===== config.mk =====
export PLATFORM = sky130hd
export DESIGN_NAME = ram_port_arbiter
export DESIGN_NICKNAME = d
export VERILOG_FILES = /design/src/rtl/ram_arb_pkg.sv /design/src/rtl/rr_pick2.sv /design/src/rtl/ram_port_arbiter.sv
export SDC_FILE = /design/constraint.sdc
export NUM_CORES = 1
export LEC_CHECK = 0
export CAP_MARGIN = 15
export CORE_ASPECT_RATIO = 1.2
export CORE_MARGIN = 5
export CORE_UTILIZATION = 33
export DETAILED_ROUTE_END_ITERATION = 10
export HOLD_SLACK_MARGIN = 0.1
export PLACE_DENSITY = 0.71
export SLEW_MARGIN = 20
export SYNTH_ARGS = -nofsm -noshare
export SYNTH_HDL_FRONTEND = slang
export SYNTH_SLANG_ARGS = --single-unit

===== constraint.sdc =====
create_clock -name clk -period 23.4 [get_ports clk]
set_input_delay 7.02 -clock clk [delete_from_list [all_inputs] [get_ports clk]]
set_output_delay 7.02 -clock clk [all_outputs]
set_load 0.02 [all_outputs]

===== src/rtl/ram_arb_pkg.sv =====
// ram_arb_pkg: shared width helpers and operation encoding for the RAM port arbiter.
package ram_arb_pkg;

  // Request operation encoding carried on req_we
  localparam bit OP_RD = 1'b0;
  localparam bit OP_WR = 1'b1;

  // Address width for a RAM of the given depth (at least one bit)
  function automatic int addr_width(input int depth);
    return (depth > 1) ? $clog2(depth) : 1;
  endfunction

  // Client index width for the given number of clients (at least one bit)
  function automatic int id_width(input int num);
    return (num > 1) ? $clog2(num) : 1;
  endfunction

endpackage


===== src/rtl/rr_pick2.sv =====
// rr_pick2: combinational round-robin scan that picks up to two winners.
// conflict[a*NUM_REQ+c] marks client c as unsafe to pair with client a on the other port.
module rr_pick2
  import ram_arb_pkg::*;
#(
  parameter int NUM_REQ = 4,
  localparam int IW = id_width(NUM_REQ)
) (
  input  logic [NUM_REQ-1:0]         valid,
  input  logic [NUM_REQ*NUM_REQ-1:0] conflict,
  input  logic [IW-1:0]              ptr,
  output logic                       vld_a,
  output logic [IW-1:0]              idx_a,
  output logic                       vld_b,
  output logic [IW-1:0]              idx_b,
  output logic                       hazard
);

  // Scan from ptr upward (wrapping); first valid -> A, next non-conflicting valid -> B
  always_comb begin
    int c;
    int a;
    c      = 0;
    a      = 0;
    vld_a  = 1'b0;
    idx_a  = '0;
    vld_b  = 1'b0;
    idx_b  = '0;
    hazard = 1'b0;
    for (int k = 0; k < NUM_REQ; k++) begin
      c = int'(ptr) + k;
      if (c >= NUM_REQ) c = c - NUM_REQ;
      if (valid[c]) begin
        if (!vld_a) begin
          vld_a = 1'b1;
          idx_a = IW'(c);
          a     = c;
        end else if (!vld_b) begin
          if (conflict[a*NUM_REQ+c]) begin
            hazard = 1'b1;
          end else begin
            vld_b = 1'b1;
            idx_b = IW'(c);
          end
        end
      end
    end
  end

endmodule


===== src/rtl/ram_port_arbiter.sv =====
// ram_port_arbiter: shares one dual-port RAM (registered read) between NUM_REQ clients,
// granting up to two requests per cycle and routing read data back to the issuer.
// Optional grant/hazard statistics are built when RAM_ARB_STATS_EN is defined.
module ram_port_arbiter
  import ram_arb_pkg::*;
#(
  parameter int NUM_REQ = 4,
  parameter int DEPTH   = 16,
  parameter int WIDTH   = 16,
  localparam int AW = addr_width(DEPTH),
  localparam int IW = id_width(NUM_REQ)
) (
  input  logic                     clk,
  input  logic                     rst_n,
  input  logic [NUM_REQ-1:0]       req_valid,
  output logic [NUM_REQ-1:0]       req_ready,
  input  logic [NUM_REQ-1:0]       req_we,
  input  logic [NUM_REQ*AW-1:0]    req_addr,
  input  logic [NUM_REQ*WIDTH-1:0] req_wdata,
  output logic [NUM_REQ-1:0]       rsp_valid,
  output logic [WIDTH-1:0]         rsp_rdata,
  output logic [WIDTH-1:0]         rsp_rdata_b,
  output logic [NUM_REQ-1:0]       rsp_valid_b,
  output logic                     w_en_a,
  output logic                     w_en_b,
  output logic [AW-1:0]            addr_a,
  output logic [AW-1:0]            addr_b,
  output logic [WIDTH-1:0]         data_in_a,
  output logic [WIDTH-1:0]         data_in_b,
  input  logic [WIDTH-1:0]         data_out_a,
  input  logic [WIDTH-1:0]         data_out_b
`ifdef RAM_ARB_STATS_EN
  ,
  output logic [31:0]              grant_cnt,
  output logic [15:0]              hazard_cnt
`endif
);

  logic [NUM_REQ*NUM_REQ-1:0] conflict;
  logic                       vld_a, vld_b, hazard;
  logic [IW-1:0]              idx_a, idx_b;
  logic                       gnt_a, gnt_b;
  logic                       we_sel_a, we_sel_b;
  logic [AW-1:0]              addr_sel_a, addr_sel_b;
  logic [WIDTH-1:0]           wdata_sel_a, wdata_sel_b;
  logic [IW-1:0]              rr_ptr_reg, rr_ptr_next, last_idx;
  logic [NUM_REQ-1:0]         owner_a_reg, owner_a_next;
  logic [NUM_REQ-1:0]         owner_b_reg, owner_b_next;

  // Pairwise hazard mask: same address on both ports with at least one write
  for (genvar gi = 0; gi < NUM_REQ; gi++) begin : g_row
    for (genvar gj = 0; gj < NUM_REQ; gj++) begin : g_col
      assign conflict[gi*NUM_REQ+gj] =
        (req_addr[gi*AW +: AW] == req_addr[gj*AW +: AW]) &&
        ((req_we[gi] == OP_WR) || (req_we[gj] == OP_WR));
    end
  end

  rr_pick2 #(.NUM_REQ(NUM_REQ)) u_pick (
    .valid    (req_valid),
    .conflict (conflict),
    .ptr      (rr_ptr_reg),
    .vld_a    (vld_a),
    .idx_a    (idx_a),
    .vld_b    (vld_b),
    .idx_b    (idx_b),
    .hazard   (hazard)
  );

  // No grant is ever issued while reset is held
  assign gnt_a = rst_n && vld_a;
  assign gnt_b = rst_n && vld_b;

  assign we_sel_a    = req_we[idx_a];
  assign we_sel_b    = req_we[idx_b];
  assign addr_sel_a  = req_addr[int'(idx_a)*AW +: AW];
  assign addr_sel_b  = req_addr[int'(idx_b)*AW +: AW];
  assign wdata_sel_a = req_wdata[int'(idx_a)*WIDTH +: WIDTH];
  assign wdata_sel_b = req_wdata[int'(idx_b)*WIDTH +: WIDTH];

  // An idle port issues a harmless read of address 0 whose data is discarded
  assign w_en_a    = gnt_a && (we_sel_a == OP_WR);
  assign w_en_b    = gnt_b && (we_sel_b == OP_WR);
  assign addr_a    = gnt_a ? addr_sel_a : '0;
  assign addr_b    = gnt_b ? addr_sel_b : '0;
  assign data_in_a = gnt_a ? wdata_sel_a : '0;
  assign data_in_b = gnt_b ? wdata_sel_b : '0;

  // Ready strobes for the granted clients
  always_comb begin
    req_ready = '0;
    if (gnt_a) req_ready[idx_a] = 1'b1;
    if (gnt_b) req_ready[idx_b] = 1'b1;
  end

  // Pointer moves just past the last client granted (B follows A in scan order)
  always_comb begin
    last_idx    = gnt_b ? idx_b : idx_a;
    rr_ptr_next = rr_ptr_reg;
    if (gnt_a) rr_ptr_next = (last_idx == IW'(NUM_REQ - 1)) ? '0 : last_idx + 1'b1;
  end

  // One-hot owner of the read each port returns next cycle
  always_comb begin
    owner_a_next = '0;
    owner_b_next = '0;
    if (gnt_a && (we_sel_a == OP_RD)) owner_a_next[idx_a] = 1'b1;
    if (gnt_b && (we_sel_b == OP_RD)) owner_b_next[idx_b] = 1'b1;
  end

  // Pointer and owner registers; reset drops any in-flight response
  always_ff @(posedge clk or negedge rst_n) begin
    if (!rst_n) begin
      rr_ptr_reg  <= '0;
      owner_a_reg <= '0;
      owner_b_reg <= '0;
    end else begin
      rr_ptr_reg  <= rr_ptr_next;
      owner_a_reg <= owner_a_next;
      owner_b_reg <= owner_b_next;
    end
  end

  // Return lanes are forced to zero whenever no response is owed
  assign rsp_valid   = owner_a_reg;
  assign rsp_valid_b = owner_b_reg;
  assign rsp_rdata   = (|owner_a_reg) ? data_out_a : '0;
  assign rsp_rdata_b = (|owner_b_reg) ? data_out_b : '0;

`ifdef RAM_ARB_STATS_EN
  logic [31:0] grant_cnt_reg;
  logic [15:0] hazard_cnt_reg;

  // Transfer counter wraps; hazard-cycle counter saturates
  always_ff @(posedge clk or negedge rst_n) begin
    if (!rst_n) begin
      grant_cnt_reg  <= '0;
      hazard_cnt_reg <= '0;
    end else begin
      grant_cnt_reg <= grant_cnt_reg + 32'(gnt_a) + 32'(gnt_b);
      if (hazard && (hazard_cnt_reg != 16'hFFFF)) hazard_cnt_reg <= hazard_cnt_reg + 16'd1;
    end
  end

  assign grant_cnt  = grant_cnt_reg;
  assign hazard_cnt = hazard_cnt_reg;
`else
  // Hazard flag only feeds the statistics counter
  logic unused_hazard;
  assign unused_hazard = hazard;
`endif

endmodule


==> summary.log <==
[sta] Setup Skew 0.00127 ns
[logic_synthesis] most common cell in the netlist sky130_fd_sc_hd__a211oi_1
[critical_path] number of buffers and inverters on the critical path 3
[clock_network] hold-fix buffer count after cts 0
[critical_path] critical path data required time 16.38 ns
[power_and_ir_drop] Max VDD drop 0.121 mV
[logic_synthesis] Unique masters post-synth 70
[final_layout] area added between synthesis and finish 58.8%
[clock_network] htree depth 1
[final_layout] share of cells above drive strength 1 8.49%
[logic_synthesis] count of mapped cells out of synthesis 453
[logic_synthesis] total of flip-flops plus latches after synthesis 10
[sta] slew at the pin with the worst max-slew slack 1.08 ns
[power_and_ir_drop] LEAKAGE 2.07 nW
[place] GP Congestion 0.948
[critical_path] ordered list of cells on the worst path clkdlybuf4s50_1 > mux2_2 > nor2_1 > a21oi_1 > ha_1 > o21ai_0 > nand2_1 > a21boi_0 > ha_1 > inv_1 > nor2_1 > o211ai_1 > a31oi_1 > a311oi_1 > a22oi_2 > o211ai_2 > and2_2 > a211oi_1 > a211oi_1 > clkdlybuf4s50_1
[final_layout] FILL cells 995
[critical_path] critical path class input pin to output port
[final_layout] post-route cell area 5730 um2
[clock_network] number of gates resized after CTS 0
[final_layout] Layout Utilization 53.9%
[final_layout] final layout net count 754
[die] area of the placeable core 10600 um2
[logic_synthesis] number of enable flip-flop cells after synthesis 0
[worst_hold_path] class of the tightest hold or removal check register to register
[clock_network] clock latency reported for the late side of the worst-skew pair 0.24 ns
[global_route] gr usage total 21.4%
[die] number of top-level design ports 208
[sta] Tcrit/Tclk final 88.4%
[critical_path] Critical Path Stages 20
[sta] post-route minimum period 20.68 ns
[global_route] wire length of the first global-routing pass 23.2 mm
[die] die extent in y 125 um
[critical_path] Critical Path Fanout Max 45
[logic_synthesis] Synth async-reset ratio 100%
[critical_path] data arrival time at the worst-slack endpoint 13.66 ns
[outcome] status completed
[detailed_routing] average routed wire per standard cell 19.7 um
[detailed_routing] number of iterations in the first detailed-routing pass 5
[power_and_ir_drop] ratio of total power to cell area 198 nW/um2
[sta] max-slew violations 0
[critical_path] maximum single-stage delay on the critical path 1.02 ns
[clock_network] CTS tree built
[clock_network] buffers from clock root to sink, at most 2
[sta] achievable frequency 0.0484 GHz
[detailed_routing] Post-route DRC 0
[worst_hold_path] Worst Hold Endpoint rr_ptr_reg[1]
[clock_network] CTS clk-pin slew, worst paths 0.04 ns
[critical_path] worst reg-to-reg setup slack 16.48 ns
[global_route] final global-route overflow total 0
[die] width of the die 105 um
[critical_path] Worst setup EP type output port
[sta] RSZ-0062 raised after global routing no
[critical_path] crit path max-delay cell type sky130_fd_sc_hd__and2_2
[logic_synthesis] Synth area leaders sky130_fd_sc_hd__mux4_2, sky130_fd_sc_hd__a211oi_1, sky130_fd_sc_hd__dfrtp_1
[logic_synthesis] primary flip-flop cell chosen by synthesis mapping sky130_fd_sc_hd__dfrtp_1
[die] Core Rows 41
[critical_path] cells on worst reg2reg path 18
[critical_path] endpoint of the worst register-to-register path rsp_valid_b[3]
[sta] Worst Hold Slack 1.23 ns
[global_route] maximum number of pins on one net before global-route repair 46
[logic_synthesis] number of warning messages in the yosys log 0
[detailed_routing] count of nets left with antenna violations after detail routing 0
[detailed_routing] per-cell via count in the routed design 5.80
[clock_network] Setup Fix Bufs, Post-CTS 0
[logic_synthesis] area of the mapped netlist 3610 um2
[die] die footprint 13100 um2
[critical_path] r2r startpoint rr_ptr_reg[0]
[critical_path] startpoint type of the worst setup path input pin
[detailed_routing] DR vias 4371
[logic_synthesis] portion of the post-synthesis area used by sequential elements 6.94%
[job] max cap viols 0
[sta] max_slew headroom 27.8%
[critical_path] dominant delay contributor by cell family on the critical path compound AO/OA/AOI/OAI gates
[place] Buffers on Ports 207
[detailed_routing] routed wire length 14.8 mm
[clock_network] CTS root buffer sky130_fd_sc_hd__clkbuf_16
[place] HPWL after DPL 11.6 mm
[logic_synthesis] cell accounting for the most synthesized area sky130_fd_sc_hd__mux4_2
[final_layout] number of antenna repair diodes 0
[clock_network] number of buffers created by CTS 3
[logic_synthesis] share of the synthesized area in the top cell type 14.4%
[sta] number of endpoints with negative hold slack in the final report 0
[logic_synthesis] synthesized netlist net count 582
[die] initial cell density of the core 34.0%
[global_route] antenna violations before repair 0
[logic_synthesis] syn avg cell area 7.96 um2
[sta] count of endpoints failing setup in the final report 0
[worst_hold_path] Min-Delay Path Depth 3
[worst_hold_path] hold_sp rr_ptr_reg[1]
[sta] TNS Setup 0 ns
[logic_synthesis] list of most frequent post-synthesis cells sky130_fd_sc_hd__a211oi_1, sky130_fd_sc_hd__nor2b_1, sky130_fd_sc_hd__nor2_1
[global_route] via count of the first global-routing pass 4441
[detailed_routing] violation count after the first detailed-route iteration 251
[place] placed cell area 5630 um2
[clock_network] clock sink count 10
## power by group
part | switching (mW) | internal, mW | leakage, nW
registers | 0.00798 | 0.0230 | 0.134
logic | 0.608 | 0.460 | 1.89
clock network | 0.00777 | 0.0257 | 0.0442
total | 0.624 | 0.509 | 2.07
## cell usage in the layout, fill, tap and decap left out, types with 3 or more instances in the layout
cell type / n
sky130_fd_sc_hd__and2_1: 22
sky130_fd_sc_hd__clkbuf_16: 3
sky130_fd_sc_hd__nand2_1: 24
sky130_fd_sc_hd__dfrtp_1: 10
sky130_fd_sc_hd__o21ai_0: 8
sky130_fd_sc_hd__a31oi_1: 4
sky130_fd_sc_hd__o2111ai_1: 3
sky130_fd_sc_hd__a21oi_1: 9
sky130_fd_sc_hd__nor2_1: 32
sky130_fd_sc_hd__o21a_1: 3
sky130_fd_sc_hd__nor4_1: 3
sky130_fd_sc_hd__a211oi_1: 43
sky130_fd_sc_hd__xor2_1: 26
sky130_fd_sc_hd__o22ai_1: 3
sky130_fd_sc_hd__inv_1: 12
sky130_fd_sc_hd__buf_4: 4
sky130_fd_sc_hd__nand2b_1: 5
sky130_fd_sc_hd__clkdlybuf4s50_1: 207
sky130_fd_sc_hd__or3_1: 3
sky130_fd_sc_hd__mux4_2: 23
sky130_fd_sc_hd__nor3_1: 10
sky130_fd_sc_hd__mux2i_1: 22
sky130_fd_sc_hd__a21boi_0: 21
sky130_fd_sc_hd__nor2b_1: 33
sky130_fd_sc_hd__nand3_1: 16
sky130_fd_sc_hd__xnor2_1: 3
sky130_fd_sc_hd__o211ai_1: 5
sky130_fd_sc_hd__o21ai_2: 3
sky130_fd_sc_hd__ha_1: 7
sky130_fd_sc_hd__nand4_1: 7
## worst min-delay path: cells and delay by family, from the launching register on
kind                   cells  cell delay (ns)
DFF                        1             0.58
and+or+nand+nor            1             0.08
AOI/OAI and AO/OA          1             0.18
buffers and inverters      1             0.33
## how the worst max path moves through the flow
stage,startpoint,to,slack [ns]
2_1_floorplan,req_valid[1],req_ready[2],5.41
3_3_place_gp,req_valid[0],data_in_b[5],3.04
3_5_place_dp,req_valid[0],data_in_b[5],2.84
4_1_cts,req_valid[0],data_in_b[5],2.82
5_1_grt,req_valid[0],data_in_b[5],2.24
6_report,req_valid[0],data_in_b[5],2.72
## metal layers
layer	part of all wire [%]	vias to the layer above	GRT usage (%)
li1	-	2065	-
met1	38	2059	24.5
met2	49	225	37.0
met3	11	22	7.83
met4	2.4	0	6.18
met5	0	-	0
## metrics by stage
stage | setup slack, ns | instances | total power, mW
5_1_grt | 2.24 | 753 | 1.22
6_report | 2.72 | 753 | 1.13
2_1_floorplan | 5.41 | 453 | 0.784
3_5_place_dp | 2.84 | 749 | 1.09
3_3_place_gp | 3.04 | 749 | 1.08
4_1_cts | 2.82 | 753 | 1.13
## final cells by class
cell class | instances | area (um2) | area share [%]
sequential | 10 | 250 | 4.37
clock buffer | 4 | 88.8 | 1.55
multi-input combinational | 386 | 3070 | 53.7
tap | 129 | 161 | 2.82
inverter | 13 | 48.8 | 0.852
timing repair buffer | 211 | 2100 | 36.7
## cells by family (layout without fill, tap and decap cells)
| logic type | Yosys count | count (layout) | synth area share (%) |
|---|---|---|---|
| adder cells (fa/ha/maj) | 7 | 7 | 2.43 |
| multiplexers | 48 | 48 | 21.5 |
| AND/OR/NAND/NOR | 167 | 167 | 24.7 |
| flip-flops | 10 | 10 | 6.94 |
| XOR/XNOR | 29 | 29 | 7.04 |
| buffers and inverters | 57 | 228 | 8.43 |
| AO/OA/AOI/OAI | 135 | 135 | 29.0 |
No activity file was read; power rests on OpenSTA's default activity.
